--- src/rtl/temp_alarm_ctrl.sv ---
// Temperature band classifier with persistence filtering, latched
// emergency alarm, sample watchdog and BCD validity checking.
module temp_alarm_ctrl #(
   parameter int UP_CNT   = 2,
   parameter int DOWN_CNT = 4,
   parameter int TIMEOUT  = 1000
) (
   input  logic       clk,
   input  logic       rst,
   input  logic       sample_valid,
   input  logic [3:0] bcd_tens,
   input  logic [3:0] bcd_units,
   input  logic       sign,
   input  logic       ack,
   output logic       normal,
   output logic       border_line,
   output logic       warning,
   output logic       emergency,
   output logic       alarm,
   output logic       stale,
   output logic       bcd_err
);

   localparam int UW = $clog2(UP_CNT + 1);
   localparam int DW = $clog2(DOWN_CNT + 1);
   localparam int TW = $clog2(TIMEOUT + 1);

   typedef enum logic [1:0] {
      S_NORM = 2'd0,
      S_BORD = 2'd1,
      S_WARN = 2'd2,
      S_EMER = 2'd3
   } band_e;

   band_e          s_q, s_d, cls;
   logic [UW-1:0]  up_q, up_d;
   logic [DW-1:0]  dn_q, dn_d, dn_sat;
   logic [TW-1:0]  wd_q, wd_d;
   logic [6:0]     val;
   logic           accept, reject;
   logic           set_alarm, alarm_d;

   assign accept = sample_valid && (bcd_tens <= 4'd9) && (bcd_units <= 4'd9);
   assign reject = sample_valid && !accept;
   assign val    = 7'(bcd_tens) * 7'd10 + 7'(bcd_units);

   always_comb begin
      cls = S_NORM;
      if (sign || val >= 7'd50) cls = S_EMER;
      else if (val >= 7'd47)    cls = S_WARN;
      else if (val >= 7'd40)    cls = S_BORD;
   end

   // Down counter pins at DOWN_CNT while the alarm holds us in emergency.
   assign dn_sat = (dn_q == DW'(DOWN_CNT)) ? dn_q : dn_q + DW'(1);

   always_comb begin
      s_d       = s_q;
      up_d      = up_q;
      dn_d      = dn_q;
      set_alarm = 1'b0;
      if (accept) begin
         if (cls == S_EMER && s_q != S_EMER) begin
            s_d       = S_EMER;
            set_alarm = 1'b1;
            up_d      = '0;
            dn_d      = '0;
         end else if (cls > s_q) begin
            dn_d = '0;
            if (up_q + UW'(1) == UW'(UP_CNT)) begin
               s_d  = cls;
               up_d = '0;
            end else begin
               up_d = up_q + UW'(1);
            end
         end else if (cls < s_q) begin
            up_d = '0;
            if (dn_sat == DW'(DOWN_CNT) && !(s_q == S_EMER && alarm)) begin
               s_d  = band_e'(s_q - 2'd1);
               dn_d = '0;
            end else begin
               dn_d = dn_sat;
            end
         end else begin
            up_d = '0;
            dn_d = '0;
         end
      end
   end

   assign alarm_d = set_alarm | (alarm & ~ack);

   always_comb begin
      wd_d = wd_q;
      if (accept)                    wd_d = '0;
      else if (wd_q != TW'(TIMEOUT)) wd_d = wd_q + TW'(1);
   end

   always_ff @(posedge clk or negedge rst) begin
      if (!rst) begin
         s_q         <= S_NORM;
         up_q        <= '0;
         dn_q        <= '0;
         wd_q        <= '0;
         normal      <= 1'b1;
         border_line <= 1'b0;
         warning     <= 1'b0;
         emergency   <= 1'b0;
         alarm       <= 1'b0;
         stale       <= 1'b0;
         bcd_err     <= 1'b0;
      end else begin
         s_q         <= s_d;
         up_q        <= up_d;
         dn_q        <= dn_d;
         wd_q        <= wd_d;
         normal      <= (s_d == S_NORM);
         border_line <= (s_d == S_BORD);
         warning     <= (s_d == S_WARN);
         emergency   <= (s_d == S_EMER);
         alarm       <= alarm_d;
         stale       <= (wd_d == TW'(TIMEOUT));
         bcd_err     <= reject;
      end
   end

endmodule

--- config.mk ---
export PLATFORM = sky130hd
export DESIGN_NAME = temp_alarm_ctrl
export DESIGN_NICKNAME = d
export VERILOG_FILES = /design/src/rtl/temp_alarm_ctrl.sv
export SDC_FILE = /design/constraint.sdc
export NUM_CORES = 1
export LEC_CHECK = 0
export CAP_MARGIN = 20
export CORE_MARGIN = 2
export CORE_UTILIZATION = 40
export DETAILED_ROUTE_END_ITERATION = 10
export MAX_ROUTING_LAYER = met4
export SYNTH_ARGS = -nofsm -noshare
export SYNTH_HDL_FRONTEND = slang
export SYNTH_SLANG_ARGS = --single-unit
--- constraint.sdc ---
create_clock -name clk -period 3.02 [get_ports clk]
set_clock_uncertainty 0.15 [all_clocks]
set_input_delay 0.302 -clock clk [delete_from_list [all_inputs] [get_ports clk]]
set_output_delay 0.302 -clock clk [all_outputs]
set_load 0.03 [all_outputs]
==> summary by stage, run 1 <==
Clocking
In this run, CTS created clock tree buffers numbering 3. The level count of the clock H-tree is 1. The CTS tree is done.

The insertion delay to the later sink of the worst-skew pair is 0.26 ns. The clock input transition at the sequential cells of the worst setup and hold paths is 0.09 ns. Clock tree synthesis selected as its root buffer the cell sky130_fd_sc_hd__clkbuf_8. No sink is reached through more buffers than the 2 on the longest clock path.

In this run, post-CTS hold repair placed 0 buffers. Clock tree synthesis found a total of 24 sinks.

Route
The routed layout has 1591 vias. Dividing the detail-routed via count by the number of cells gives 5.25. The post-detailed-route count of antenna-violating nets is 0. In the final routed layout, each cell accounts on average for 14.5 µm. For this run, the detailed router's first-pass iteration total came to 4. The post-detailed-route DRC marker count is 0. The final layout contains routed wiring with a total length of 4.40 mm. The first routing iteration left 20 violations.

Floorplan
20 I/O pins were placed. The horizontal die dimension is 70.2 µm. The initial cell density of the core is 40.9%.

The total area inside the core boundary comes to 4290 µm². The floorplan step defined a die boundary enclosing 4930 µm². The placement row count is 24.

The vertical die dimension is 70.2 µm.

Pwr
Summed over all cells, the static leakage comes to 0.00116 µW. The internal power of the cells totals 995 µW. In this run, flip-flops and latches consume 28.9% of the power.

The worst ir drop on vdd is 0.434 mV. In this run, the combinational gates consume 59.6% of the power. The power density over the cells is 643 nW/µm². The clock network accounts for 11.5% of the total power. The fraction of power spent switching nets is 40.1%. For this design the total switching power over the nets is 665 µW.

Logic synthesis
The netlist area before placement is 1750 µm². The largest family of logic cells by synthesized area is simple AND/OR/NAND/NOR gates. The library cell occupying the most area in the post-synthesis netlist is sky130_fd_sc_hd__dfrtp_1. The Yosys step of the flow raised 0 warnings. The parity-gate share of the synthesized area counting xor and xnor cells is 6.49%.

The distinct cell type count of the synthesized netlist is 49. Counting every net in the synthesized netlist gives 219. Yosys mapped a number of flops with a built-in enable equal to 0. Of the total synthesized cell area, the portion taken by AND, OR, NAND and NOR gates is 22.8%. The most used flip-flop cell after synthesis is sky130_fd_sc_hd__dfrtp_1.

The synthesized design devotes to its leading area cell type 32.8% of total area. The synthesized area divided by synthesized cell count is 9.23 µm². The sequential-to-total area share from yosys stat is 34.3%. Synthesis produced 190 cells. After Yosys synthesis, full adders, half adders and majority gates account for 12.3% of the synthesized area.

After synthesis, the cell types taking the most area are sky130_fd_sc_hd__dfrtp_1 (33%), sky130_fd_sc_hd__ha_1 (10%), sky130_fd_sc_hd__nor2_1 (4.5%), sky130_fd_sc_hd__xor2_1 (4.5%), sky130_fd_sc_hd__inv_1 (4.1%). The synthesized netlist devotes 18.3% of its cell area to compound gates. The synthesized design contains 24 register bits. Measured against the total synthesized area, the mux share comes to 1.14%.

The proportion of synthesized flip-flops having asynchronous set or reset is 100%.

STA
At the pin with the least slew margin, the transition time is 0.393 ns. The highest clock frequency the design can meet is 0.271 GHz. The final period demand of the worst path is 3.69 ns.

The final number of hold-violating endpoints is 0. After layout, the worst path uses 122% of the clock period. The smallest setup slack after layout is -0.666 ns. The worst-case hold slack is 0.246 ns. In this run the tightest slew margin relative to its limit is 73.7%. The final max-slew violation count was 0.

Setup repair after global routing could not meet its margin everywhere. Setup violations remaining at the end of the flow were counted as 9.

Layout
The area growth from synthesis to layout is 47.1%. The multi-input combinational cells in the finished layout cover a total of 1300 µm². The proportion of layout cells with a drive suffix above 1 is 37.8%. Cells fill 60.1% of the core in the end. Leaving out fill and tap cells, the most frequent cells in the layout are sky130_fd_sc_hd__buf_4 (38), sky130_fd_sc_hd__dfrtp_1 (23), sky130_fd_sc_hd__nor2_1 (19).

After filler insertion, the fill cell instance count of the layout stands at 361. The leading cell type in the layout, fill and taps excluded is sky130_fd_sc_hd__buf_4. The area of all placed cells without fillers is 2580 µm². The area occupied by registers is 602 µm². The total number of nets in the final design is 281. 0 antenna diodes ended up in the layout. The final cell count without fillers is 303.

GRT
The first global-routing pass estimated 7.40 mm of wire. The routing layer with the top usage in global route is met2. The via count of the first global-routing pass is 1607.

Global routing used 3.17% of the available met3 tracks. The maximum number of pins on one net before global-route repair is 25. The overall overflow remaining after global route is 0. The initial antenna violation count is 0.

Global routing used 32.7% of the available met2 tracks. The met1 usage is 23.6%. The total global routing track utilization is 18.9%.

Critical path
STA classifies the critical path endpoint as a flip-flop. The arrival time of the worst setup path is 3.69 ns. STA classifies the critical path startpoint as a primary input. The required time reported for the critical path endpoint is 3.02 ns. Of all nets on the critical path, the largest fanout is 3. The class of the most critical setup path is primary input to flip-flop.

For the worst flop-to-flop path, the logic depth is 10.

Run
Across the run, the number of max-cap violations was 0.

Placement
The post-detailed-placement half-perimeter wirelength is 3.18 mm. After detailed placement, the total cell area comes to 2260 µm². The number of placed instances with taps included is 286. Buffers placed on the I/O ports in this run total 19. OpenSTA, run right after detailed placement, puts the worst setup slack at -1.47 ns.

The weighted congestion at the end of routability-driven global placement is 0.846.

Hold path
The worst hold path belongs to the class primary input to async pin.

Status
The run finished, with violations left. The final reports fail on setup timing.
## synth_stat cells (2+ instances only)
master,count
sky130_fd_sc_hd__dfrtp_1,23
sky130_fd_sc_hd__nor2_1,21
sky130_fd_sc_hd__inv_1,19
sky130_fd_sc_hd__ha_1,14
sky130_fd_sc_hd__nand2_1,13
sky130_fd_sc_hd__nand3_1,11
sky130_fd_sc_hd__xor2_1,9
sky130_fd_sc_hd__a21oi_1,8
sky130_fd_sc_hd__o21ai_0,8
sky130_fd_sc_hd__and2_1,5
sky130_fd_sc_hd__xnor2_1,4
sky130_fd_sc_hd__a31oi_1,3
sky130_fd_sc_hd__and3_1,3
sky130_fd_sc_hd__nand3b_1,3
sky130_fd_sc_hd__o31ai_1,3
sky130_fd_sc_hd__a21o_1,2
sky130_fd_sc_hd__fa_1,2
sky130_fd_sc_hd__mux2i_1,2
sky130_fd_sc_hd__nor2b_1,2
sky130_fd_sc_hd__nor3b_1,2
sky130_fd_sc_hd__nor4_1,2
sky130_fd_sc_hd__o2111ai_1,2
sky130_fd_sc_hd__o211ai_1,2
sky130_fd_sc_hd__or3_1,2
## worst max-delay path, cell delays in order
cell                              delay [ns]
sky130_fd_sc_hd__clkdlybuf4s15_2        0.21
sky130_fd_sc_hd__ha_4                   0.29
sky130_fd_sc_hd__ha_4                   0.20
sky130_fd_sc_hd__xor2_1                 0.16
sky130_fd_sc_hd__or3_4                  0.41
sky130_fd_sc_hd__and4_4                 0.21
sky130_fd_sc_hd__nor4_4                 0.28
sky130_fd_sc_hd__and2_1                 0.17
sky130_fd_sc_hd__ha_2                   0.17
sky130_fd_sc_hd__inv_2                  0.03
sky130_fd_sc_hd__a21oi_2                0.14
sky130_fd_sc_hd__inv_1                  0.07
sky130_fd_sc_hd__or3_4                  0.35
sky130_fd_sc_hd__mux2i_1                0.14
sky130_fd_sc_hd__o32ai_2                0.30
sky130_fd_sc_hd__inv_1                  0.11
sky130_fd_sc_hd__and2_1                 0.15
## registers in the layout, summed over array words and instances, names as in the netlist
signal	flops
warning	1
alarm	1
bcd_err	1
normal	1
up_q	2
emergency	1
stale	1
s_q	2
dn_q	3
wd_q	10
border_line	1
## stage by stage
step | setup TNS, ns | power (µW)
5_1_grt | -5.55 | 1780
4_1_cts | -3.99 | 1570
3_3_place_gp | -11.44 | 1220
2_1_floorplan | -4.10 | 954
3_5_place_dp | -12.90 | 1250
6_report | -4.19 | 1660
## final timing paths
kind / startpoint / endpoint / slack, ns
min reg2reg: up_q[1]$_DFFE_PN0P_ / up_q[1]$_DFFE_PN0P_ / 0.36
max: bcd_tens[2] / emergency$_DFF_PN0_ / -0.67
max in group asynchronous: rst / normal$_DFF_PN1_ / 2.18
min in group clk: up_q[1]$_DFFE_PN0P_ / up_q[1]$_DFFE_PN0P_ / 0.36
min: rst / bcd_err$_DFF_PN0_ / 0.25
max reg2reg: dn_q[1]$_DFFE_PN0P_ / emergency$_DFF_PN0_ / 0.54
## cells by family after synthesis
family / Yosys count
compound gates: 41
xor+xnor: 13
fa+ha+maj: 16
buf+inv: 21
flops: 24
mux: 2
simple gates: 73
## area by class of cell
| class | count | area share (%) |
|---|---|---|
| Clock buffer | 4 | 1.75 |
| Timing Repair Buffer | 59 | 19.3 |
| Sequential cell | 24 | 23.3 |
| Tap cell | 52 | 2.52 |
| Multi-Input combinational cell | 145 | 50.3 |
| Inverter | 19 | 2.76 |
## power groups by stage
stage / Combinational [µW] / Sequential (µW) / Clock (µW)
floorplan: 445 / 509 / 0
global placement: 750 / 471 / 0
detailed placement: 772 / 478 / 0
CTS: 900 / 473 / 199
global route: 1070 / 492 / 213
finish: 989 / 479 / 192
## layer usage
layer | part of all wire, % | vias to the layer above
met3 | 2.1 | 2
met2 | 51 | 16
met1 | 46 | 775
met4 | 0.48 | 0
li1 | - | 798
met5 | 0 | -
## what timing repair did
action                                  in CTS  in global routing
cloned                                       0                  0
endpoints found under the setup margin      12                 11
buffers inserted                            10                  7
pin swaps                                   22                 15
gates resized for setup                     49                 17
No activity file was read; power rests on OpenSTA's default activity.
==> inputs of run 2 (changes only) <==
--- a/config.mk
+++ b/config.mk
@@ -5,10 +5,12 @@
 export SDC_FILE = /design/constraint.sdc
 export NUM_CORES = 1
 export LEC_CHECK = 0
+export ABC_AREA = 1
 export CAP_MARGIN = 20
 export CORE_MARGIN = 2
 export CORE_UTILIZATION = 40
 export DETAILED_ROUTE_END_ITERATION = 10
+export GPL_TIMING_DRIVEN = 1
 export MAX_ROUTING_LAYER = met4
 export SYNTH_ARGS = -nofsm -noshare
 export SYNTH_HDL_FRONTEND = slang
==> run 2 against run 1 <==
The run still ends with setup timing left. Count of clock-buffer cells in the layout fell by 1. Final cell count is 3.6% higher. Clock power grew 48%. Register-to-register slack better by 0.37 ns. Non-clock buffer count is 14 lower. Largest power group unchanged.
==> summary by stage, run 2 <==
Status
The run finished, with violations left. The checks that failed: setup timing.

Layout
For this run, the number of standard cells in the final layout without fillers is 314. The finished cells cover 2290 µm². wd_q holds more flip-flops than any other register. The total number of nets in the final design is 294. In the layout the commonest cells are sky130_fd_sc_hd__inv_1 (42), sky130_fd_sc_hd__nand2_1 (30), sky130_fd_sc_hd__buf_4 (26). The area occupied by registers is 602 µm². 0 antenna diodes ended up in the layout. The multi-input combinational cells in the finished layout cover a total of 1010 µm². The register with the most flip-flops in the layout has 10 of them.

The filler cells instantiated in the layout total 369. The proportion of layout cells with a drive suffix above 1 is 28.0%. Leaving out fill and tap cells, the most frequent cell in the layout is sky130_fd_sc_hd__inv_1. In the final layout, the registers with the most flip-flops are wd_q (10), dn_q (3). The signed area change from the synthesized netlist to the final layout is 38.1%.

Floorplan
For this design the top-level I/O count stands at 20. The floorplan step defined a core boundary enclosing 4000 µm². The floorplan step set the die width to 68.5 µm. The floorplan step defined a die boundary enclosing 4690 µm². The placement row count is 23.

The initial cell density of the core is 41.5%. In this run the vertical extent of the chip is 68.5 µm.

Logic synthesis
The most used flip-flop cell after synthesis is sky130_fd_sc_hd__dfrtp_1. In the post-synthesis netlist, the biggest area contributors are sky130_fd_sc_hd__dfrtp_1 (35%), sky130_fd_sc_hd__ha_1 (11%), sky130_fd_sc_hd__inv_1 (9.7%), sky130_fd_sc_hd__nand2_1 (7.7%), sky130_fd_sc_hd__nand3_1 (5.4%). Counting distinct cell types in the post-synthesis netlist gives 30. Synthesis inferred 24 register bits.

Summing the areas of all fa, ha and maj instances in the mapped netlist gives 13.0% of the synthesized area. The gate count after technology mapping is 216. The netlist area before placement is 1660 µm². The synthesized area divided by synthesized cell count is 7.69 µm². Of all flip-flops after synthesis, the portion carrying an async set or reset was 100%. The most common cell in the synthesized netlist is sky130_fd_sc_hd__inv_1. Summing the areas of all compound-gate instances in the mapped netlist gives 8.81% of the synthesized area.

The post-synthesis share of cell area spent on and, or, nand and nor gates is 27.6%. The net count after synthesis is 245. Ranked by instance count, the synthesized netlist is headed by sky130_fd_sc_hd__inv_1 (43), sky130_fd_sc_hd__nand2_1 (34), sky130_fd_sc_hd__nor2_1 (24). The Yosys step of the flow raised 0 warnings. The count of flip-flops with a built-in enable after synthesis is 0. The top cell type by area accounts for 34.6% of the synthesized area. The library cell occupying the most area in the post-synthesis netlist is sky130_fd_sc_hd__dfrtp_1. The parity-gate share of the synthesized area counting xor and xnor cells is 3.61%. The mux contribution to synthesized area is 0%. By area, the combinational part of the netlist is dominated by simple AND/OR/NAND/NOR gates. The share of the Yosys chip area taken by registers is 36.2%.

Critical path
The signal on the critical path passes through buf_6 -> ha_4 -> ha_4 -> inv_2 -> fa_2 -> nor2_4 -> nand3b_4 -> nand2_2 -> nand2_2 -> nand2_2 -> nand4_1 -> ha_1 -> inv_1 -> nor2_2 -> nor2_2 -> nand4_1 -> buf_4 -> a21oi_2 -> nand3_2 -> nor2_2 -> nor2_2 -> nand2_1 -> inv_1. STA classifies the critical path endpoint as a flip-flop. The startpoint identified for the worst register-to-register timing path is s_q[1]$_DFF_PN0_.

Among the stages of the critical path, the cell type that occurs most often is sky130_fd_sc_hd__nor2_2. The critical path is of the primary input to flip-flop type. At the worst endpoint, the arrival time is 3.26 ns. The critical path's largest stage delay is 0.49 ns. The slowest stage of the critical path is the sky130_fd_sc_hd__fa_2 cell. The capture point of the critical path is warning$_DFF_PN0_.

The cell count of the worst reg-to-reg path is 13. The reg-to-reg critical path endpoint is warning$_DFF_PN0_. For the worst setup path, the data required time is 3.04 ns. Of all nets on the critical path, the largest fanout is 3. In this run the register-to-register setup slack is 0.91 ns. The sort of element at the start of the critical path is a primary input. In this run the worst setup path begins at bcd_tens[3].

Pwr
The power density over the cells is 706 nW/µm². The proportion of power drawn by flip-flops and latches is 28.1%. The internal portion of the total power is 981 µW. Net switching is 39.5% of the power. The analysis attributes to cell leakage a power of 0.00117 µW. Per report_power, the combinational group accounts for 54.3% of the total.

The worst ir drop on vdd is 0.395 mV. For this design the total switching power over the nets is 640 µW. The clock network power share is 17.6%.

Route
The post-detailed-route count of antenna-violating nets is 0. The via count of the routed design is 1536. The wire length reported by the detailed router is 3.70 mm. The number of DRC markers after the initial detailed-route iteration is 80. After detailed routing, the average wire length per cell comes to 11.8 µm. The post-detailed-route DRC marker count is 0. The number of iterations in the first detailed-routing pass is 4. The via density per instance is 4.89.

Clocking
The number of clock sinks is 24. The level count of the clock H-tree is 1. The clock input transition at the sequential cells of the worst setup and hold paths is 0.09 ns. The CTS tree is done. Clock tree synthesis selected as its root buffer the cell sky130_fd_sc_hd__clkbuf_8.

At the later pin of the worst-skew pair, clock insertion delay measures 0.27 ns. In this run, post-CTS hold repair placed 0 buffers. The longest clock path from root to sink contains 2 buffers.

The total CTS buffers is 3.

STA
The worst path uses 107% of the clock period. The final max-slew violation count came to 0. Setup slack on the critical path of the routed design comes to -0.221 ns. The highest clock frequency the design can meet is 0.309 GHz. The final number of setup-violating endpoints is 8. The final number of hold-violating endpoints is 0.

Setup repair after global routing could not meet its margin everywhere. The final period demand of the worst path is 3.24 ns. The transition time at the pin with the least slew margin is 0.385 ns.

The tightest slew margin relative to the limit is 74.1%. The setup TNS is -1.39 ns.

Placement
Counting tap cells, the placed design contains a total of 305 instances. The weighted congestion at the end of routability-driven global placement is 0.873. OpenSTA, run right after detailed placement, puts the worst setup slack at -0.887 ns.

The post-detailed-placement half-perimeter wirelength is 2.71 mm. Port buffering added 19 buffers. Summing all placed instances gives a cell area of 2100 µm².

GRT
The total global routing track utilization is 17.9%. The first global-routing pass estimated 6.07 mm of wire. The via count of the first global-routing pass is 1456. The initial antenna violation count is 0. The overall overflow remaining after global route is 0. Entering global routing, the biggest net connects 25 pins.

Hold path
In this run the worst hold path is classified as primary input to async pin.

Run
The number of maximum-capacitance constraint violations is 0.
-- run 2: worst max-delay path, delay by kind of cell --
kind / cells / cell delay [ns]
and+or+nand+nor: 13 / 1.20
buffers and inverters: 5 / 0.43
AOI/OAI and AO/OA: 1 / 0.13
adders and majority gates: 4 / 1.20
-- run 2: stage by stage --
stage          total power (µW)  util [%]  hold WS, ns
2_1_floorplan               961         -       -0.144
3_3_place_gp               1240      52.5        0.343
3_5_place_dp               1240      52.5        0.351
4_1_cts                    1590      55.6        0.245
5_1_grt                    1760      57.4        0.257
6_report                   1620      57.4        0.229
-- run 2: final cells by class --
class,count,share of cell area (%)
timing repair buffer,45,16.6
clock buffer,3,1.80
multi-input combinational,146,44.0
sequential,24,26.2
inverter,45,7.36
tap,50,2.73
clock inverter,1,1.31
-- run 2: layer usage --
metal	vias up	share of wire (%)	track usage, %	wire (µm)
met4	0	1.6	6.75	61
met1	718	43	19.9	1580
met5	-	0	-	0
met2	25	53	31.6	1960
met3	5	2.8	3.29	102
li1	788	-	-	-
-- run 2: cell families (layout without fill, tap and decap cells) --
group / Yosys count / count (layout)
flip-flops: 24 / 24
adder cells (fa/ha/maj): 16 / 16
AO/OA/AOI/OAI: 27 / 27
buffers and inverters: 46 / 94
XOR/XNOR: 6 / 6
AND/OR/NAND/NOR: 97 / 97
-- run 2: worst min path at each step --
stage / from / to / slack, ns
CTS: rst / wd_q[6]$_DFF_PN0_ / 0.24
global route: rst / wd_q[7]$_DFF_PN0_ / 0.26
finish: rst / wd_q[7]$_DFF_PN0_ / 0.23
detailed placement: up_q[1]$_DFFE_PN0P_ / up_q[1]$_DFFE_PN0P_ / 0.35
global placement: up_q[1]$_DFFE_PN0P_ / up_q[1]$_DFFE_PN0P_ / 0.34
floorplan: rst / alarm$_DFF_PN0_ / -0.14
-- run 2: power by group through the flow --
| stage | logic, µW | clock network [µW] | registers (µW) |
|---|---|---|---|
| 6_report | 880 | 285 | 456 |
| 3_5_place_dp | 776 | 0 | 462 |
| 4_1_cts | 848 | 291 | 455 |
| 5_1_grt | 986 | 307 | 466 |
| 3_3_place_gp | 776 | 0 | 459 |
| 2_1_floorplan | 457 | 0 | 504 |
-- run 2: what timing repair did --
| item | 4_1_cts | 5_1_grt |
|---|---|---|
| endpoints found under the setup margin | 11 | 8 |
| cloned | 0 | 0 |
| pin swaps | 23 | 13 |
| setup buffers | 2 | 3 |
| gates resized for setup | 30 | 14 |
==> inputs of run 3 (changes only) <==
--- a/config.mk
+++ b/config.mk
@@ -12,6 +12,7 @@
 export DETAILED_ROUTE_END_ITERATION = 10
 export GPL_TIMING_DRIVEN = 1
 export MAX_ROUTING_LAYER = met4
+export RECOVER_POWER = 100
 export SYNTH_ARGS = -nofsm -noshare
 export SYNTH_HDL_FRONTEND = slang
 export SYNTH_SLANG_ARGS = --single-unit
==> run 3 against run 2 <==
The run still ends with setup timing left. Wire length is 0.24% lower. Final cell count stayed put. Sequential share of layout area hardly changed. Count of clock-buffer cells in the layout stayed put. First-iteration DRC count stayed put. Non-clock buffer count stayed put. Power is 0.75% lower.
==> summary by stage, run 3 (synthesis gave the netlist of run 2 again) <==
Status
The flow ran to the end, but the final reports show violations. The checks that failed: setup timing.

Placement
The number of buffers added on ports is 19. The congestion estimate from routability-driven global placement came to 0.873. Including well taps, the total number of placed cells is 305. The post-detailed-placement half-perimeter wirelength is 2.71 mm.

Route
The number of iterations in the first detailed-routing pass is 4. The average wire per cell in the routed design is 11.8 µm. The wire length reported by the detailed router is 3.70 mm. The post-detailed-route count of antenna-violating nets is 0. After detailed routing, the number of vias per cell comes to 4.89.

The number of DRC markers after the initial detailed-route iteration is 80. After detailed routing, the number of remaining DRC violations is 0. The final route contains 1535 vias.

Layout
In the layout the commonest cells are sky130_fd_sc_hd__inv_1 (42), sky130_fd_sc_hd__nand2_1 (30), sky130_fd_sc_hd__buf_4 (24). The number of fill cells is 371. Of the cells placed in the final design, the portion with a size suffix greater than 1 is 27.7%. In the final layout, the registers with the most flip-flops are wd_q (10), dn_q (3). The register bank with the most flops is wd_q. The total number of nets in the final design is 294. The area of the multi-input gates is 1010 µm². The signed area change from the synthesized netlist to the final layout is 37.9%.

The area occupied by registers is 602 µm². The count of cells in the finished layout, fillers not included, comes to 314. The register with the most flip-flops in the layout has 10 of them.

The number of antenna cells inserted is 0. The leading cell type in the layout, fill and taps excluded is sky130_fd_sc_hd__inv_1. Once layout is complete, the utilization of the core stands at 57.3%.

Critical path
The critical path's largest stage delay is 0.49 ns. The setup path with the least slack is of type primary input to flip-flop. The combined buffer and inverter count along the critical path is 5. The standard cell with the maximum stage delay on the critical path is sky130_fd_sc_hd__fa_2. Along the worst path, the maximum fanout reaches 3. The element type at the critical path end is a flip-flop. Among cell families on the critical path, the largest total delay comes from simple AND/OR/NAND/NOR gates. By instance count, the cell type seen most on the critical path is sky130_fd_sc_hd__nor2_2. STA puts the critical path data arrival time at 3.26 ns. Traced cell by cell, the critical path runs through buf_6 -> ha_4 -> ha_4 -> inv_2 -> fa_2 -> nor2_4 -> nand3b_4 -> nand2_2 -> nand2_2 -> nand2_2 -> nand4_1 -> ha_1 -> inv_1 -> nor2_2 -> nor2_2 -> nand4_1 -> buf_4 -> a21oi_2 -> nand3_2 -> nor2_2 -> nor2_2 -> nand2_1 -> inv_1. In this run the register-to-register setup slack is 0.91 ns. At the worst endpoint, the required time is 3.04 ns. The sort of element at the start of the critical path is a primary input.

Pwr
The post-layout total power is 1610 µW. In this run, flip-flops and latches consume 28.2% of the power. The leakage power of the design is 0.00118 µW. The power density over the cells is 702 nW/µm². The clock network power share is 17.7%. The fraction of power spent switching nets is 39.7%. For this design the total switching power over the nets is 639 µW. The total internal power is 970 µW. The worst ir drop on vdd is 0.394 mV. The combinational fraction of design power is 54.0%.

GRT
For met3 alone, demand over resource in global routing was 3.29%. The first global-routing pass estimated 6.07 mm of wire. The via count of the first global-routing pass is 1456. In the global route stage, overall resource usage came out at 17.9%. The initial antenna violation count came to 0. For met1 alone, demand over resource in global routing was 19.9%.

After global routing the overflow that remains totals 0. Entering global routing, the biggest net connects 25 pins. The routing usage on met2 is 31.6%.

The routing layer with the top usage in global route is met2.

Floorplan
The total die area is 4690 µm². The horizontal die dimension is 68.5 µm. The core footprint is 4000 µm². The die is 68.5 µm tall.

Once the floorplan was initialized, standard cells occupied 41.5% of the core. The floorplan has 23 rows. The number of ports placed on the die boundary is 20.

Run
The number of maximum-capacitance constraint violations is 0.

Clocking
Clock tree synthesis found a total of 24 sinks. The insertion delay to the later sink of the worst-skew pair is 0.27 ns. The longest clock path from root to sink contains 2 buffers. Buffers inserted during clock tree synthesis total 3. The CTS tree is done.

The level count of the clock H-tree is 1. The root buffer selected by CTS is sky130_fd_sc_hd__clkbuf_8. In this run, post-CTS hold repair placed 0 buffers. Clock-pin slew was measured on the worst setup and hold paths at 0.09 ns.

STA
The final number of hold-violating endpoints was 0. The highest clock frequency the design can meet is 0.309 GHz. Setup repair after global routing could not meet its margin everywhere. The final max-slew violation count is 0. Setup violations remaining at the end of the flow were counted as 8.

The transition time at the pin with the least slew margin is 1.32 ns. The tightest slew margin relative to the limit is 12.3%. The final critical path takes up 107% of the cycle. The smallest setup slack after layout is -0.221 ns. After layout, the minimum clock period comes to 3.24 ns.

Hold path
The worst hold path class is flip-flop to flip-flop.
[run 3: cell types whose count changed in the layout (fill, tap and decap cells not counted), sizes merged]
cell / change
buf: -2
clkdlybuf4s50: -8
clkbuf: +2
dlygate4sd3: +8
[run 3: what timing repair did]
item,CTS,global route
setup buffers,2,3
resized for setup,30,14
pin swaps,23,13
setup endpoints to repair,11,8
[run 3: final timing paths]
check / start / to / cells past startpoint
max reg2reg: s_q[1]$_DFF_PN0_ / warning$_DFF_PN0_ / 13
min in group asynchronous: rst / wd_q[7]$_DFF_PN0_ / 2
max: bcd_tens[3] / warning$_DFF_PN0_ / 23
min reg2reg: up_q[1]$_DFFE_PN0P_ / up_q[1]$_DFFE_PN0P_ / 2
min: up_q[1]$_DFFE_PN0P_ / up_q[1]$_DFFE_PN0P_ / 2
max in group asynchronous: rst / border_line$_DFF_PN0_ / 2
[run 3: layout make-up]
type / count / area share (%)
repair buffers: 45 / 16.4
multi-input cells: 146 / 44.1
clock inverters: 1 / 1.31
well taps: 50 / 2.73
inverters: 45 / 7.37
flip-flops and latches: 24 / 26.3
clock buffers: 3 / 1.80
[run 3: routing by layer]
layer / part of all wire (%) / routed length, µm
met5: 0 / 0
met4: 1.7 / 61
met3: 2.8 / 102
met2: 53 / 1960
met1: 43 / 1580
[run 3: per-stage QoR]
step	instance area (µm²)	setup WS [ns]	TNS [ns]	hold WS [ns]
after floorplan	1700	-0.211	-1.02	-0.144
final	2290	-0.221	-1.39	0.364
after global placement	2100	-0.837	-7.44	0.343
after CTS	2220	-0.221	-1.08	0.245
after detailed placement	2100	-0.887	-7.82	0.351
after global routing	2290	-0.396	-2.66	0.430
[run 3: power by group through the flow]
stage          Clock (µW)  Sequential [µW]  Combinational (µW)
2_1_floorplan           0              504                 457
6_report              285              454                 870
3_3_place_gp            0              459                 776
5_1_grt               307              464                 976
4_1_cts               291              455                 848
3_5_place_dp            0              462                 776
[run 3: worst reg2reg max path: cells and delay by family, from the launching register on]
kind	cells	cell delay, ns
compound gates	1	0.13
fa+ha+maj	1	0.27
buf+inv	4	0.42
flops	1	0.40
simple gates	7	0.64
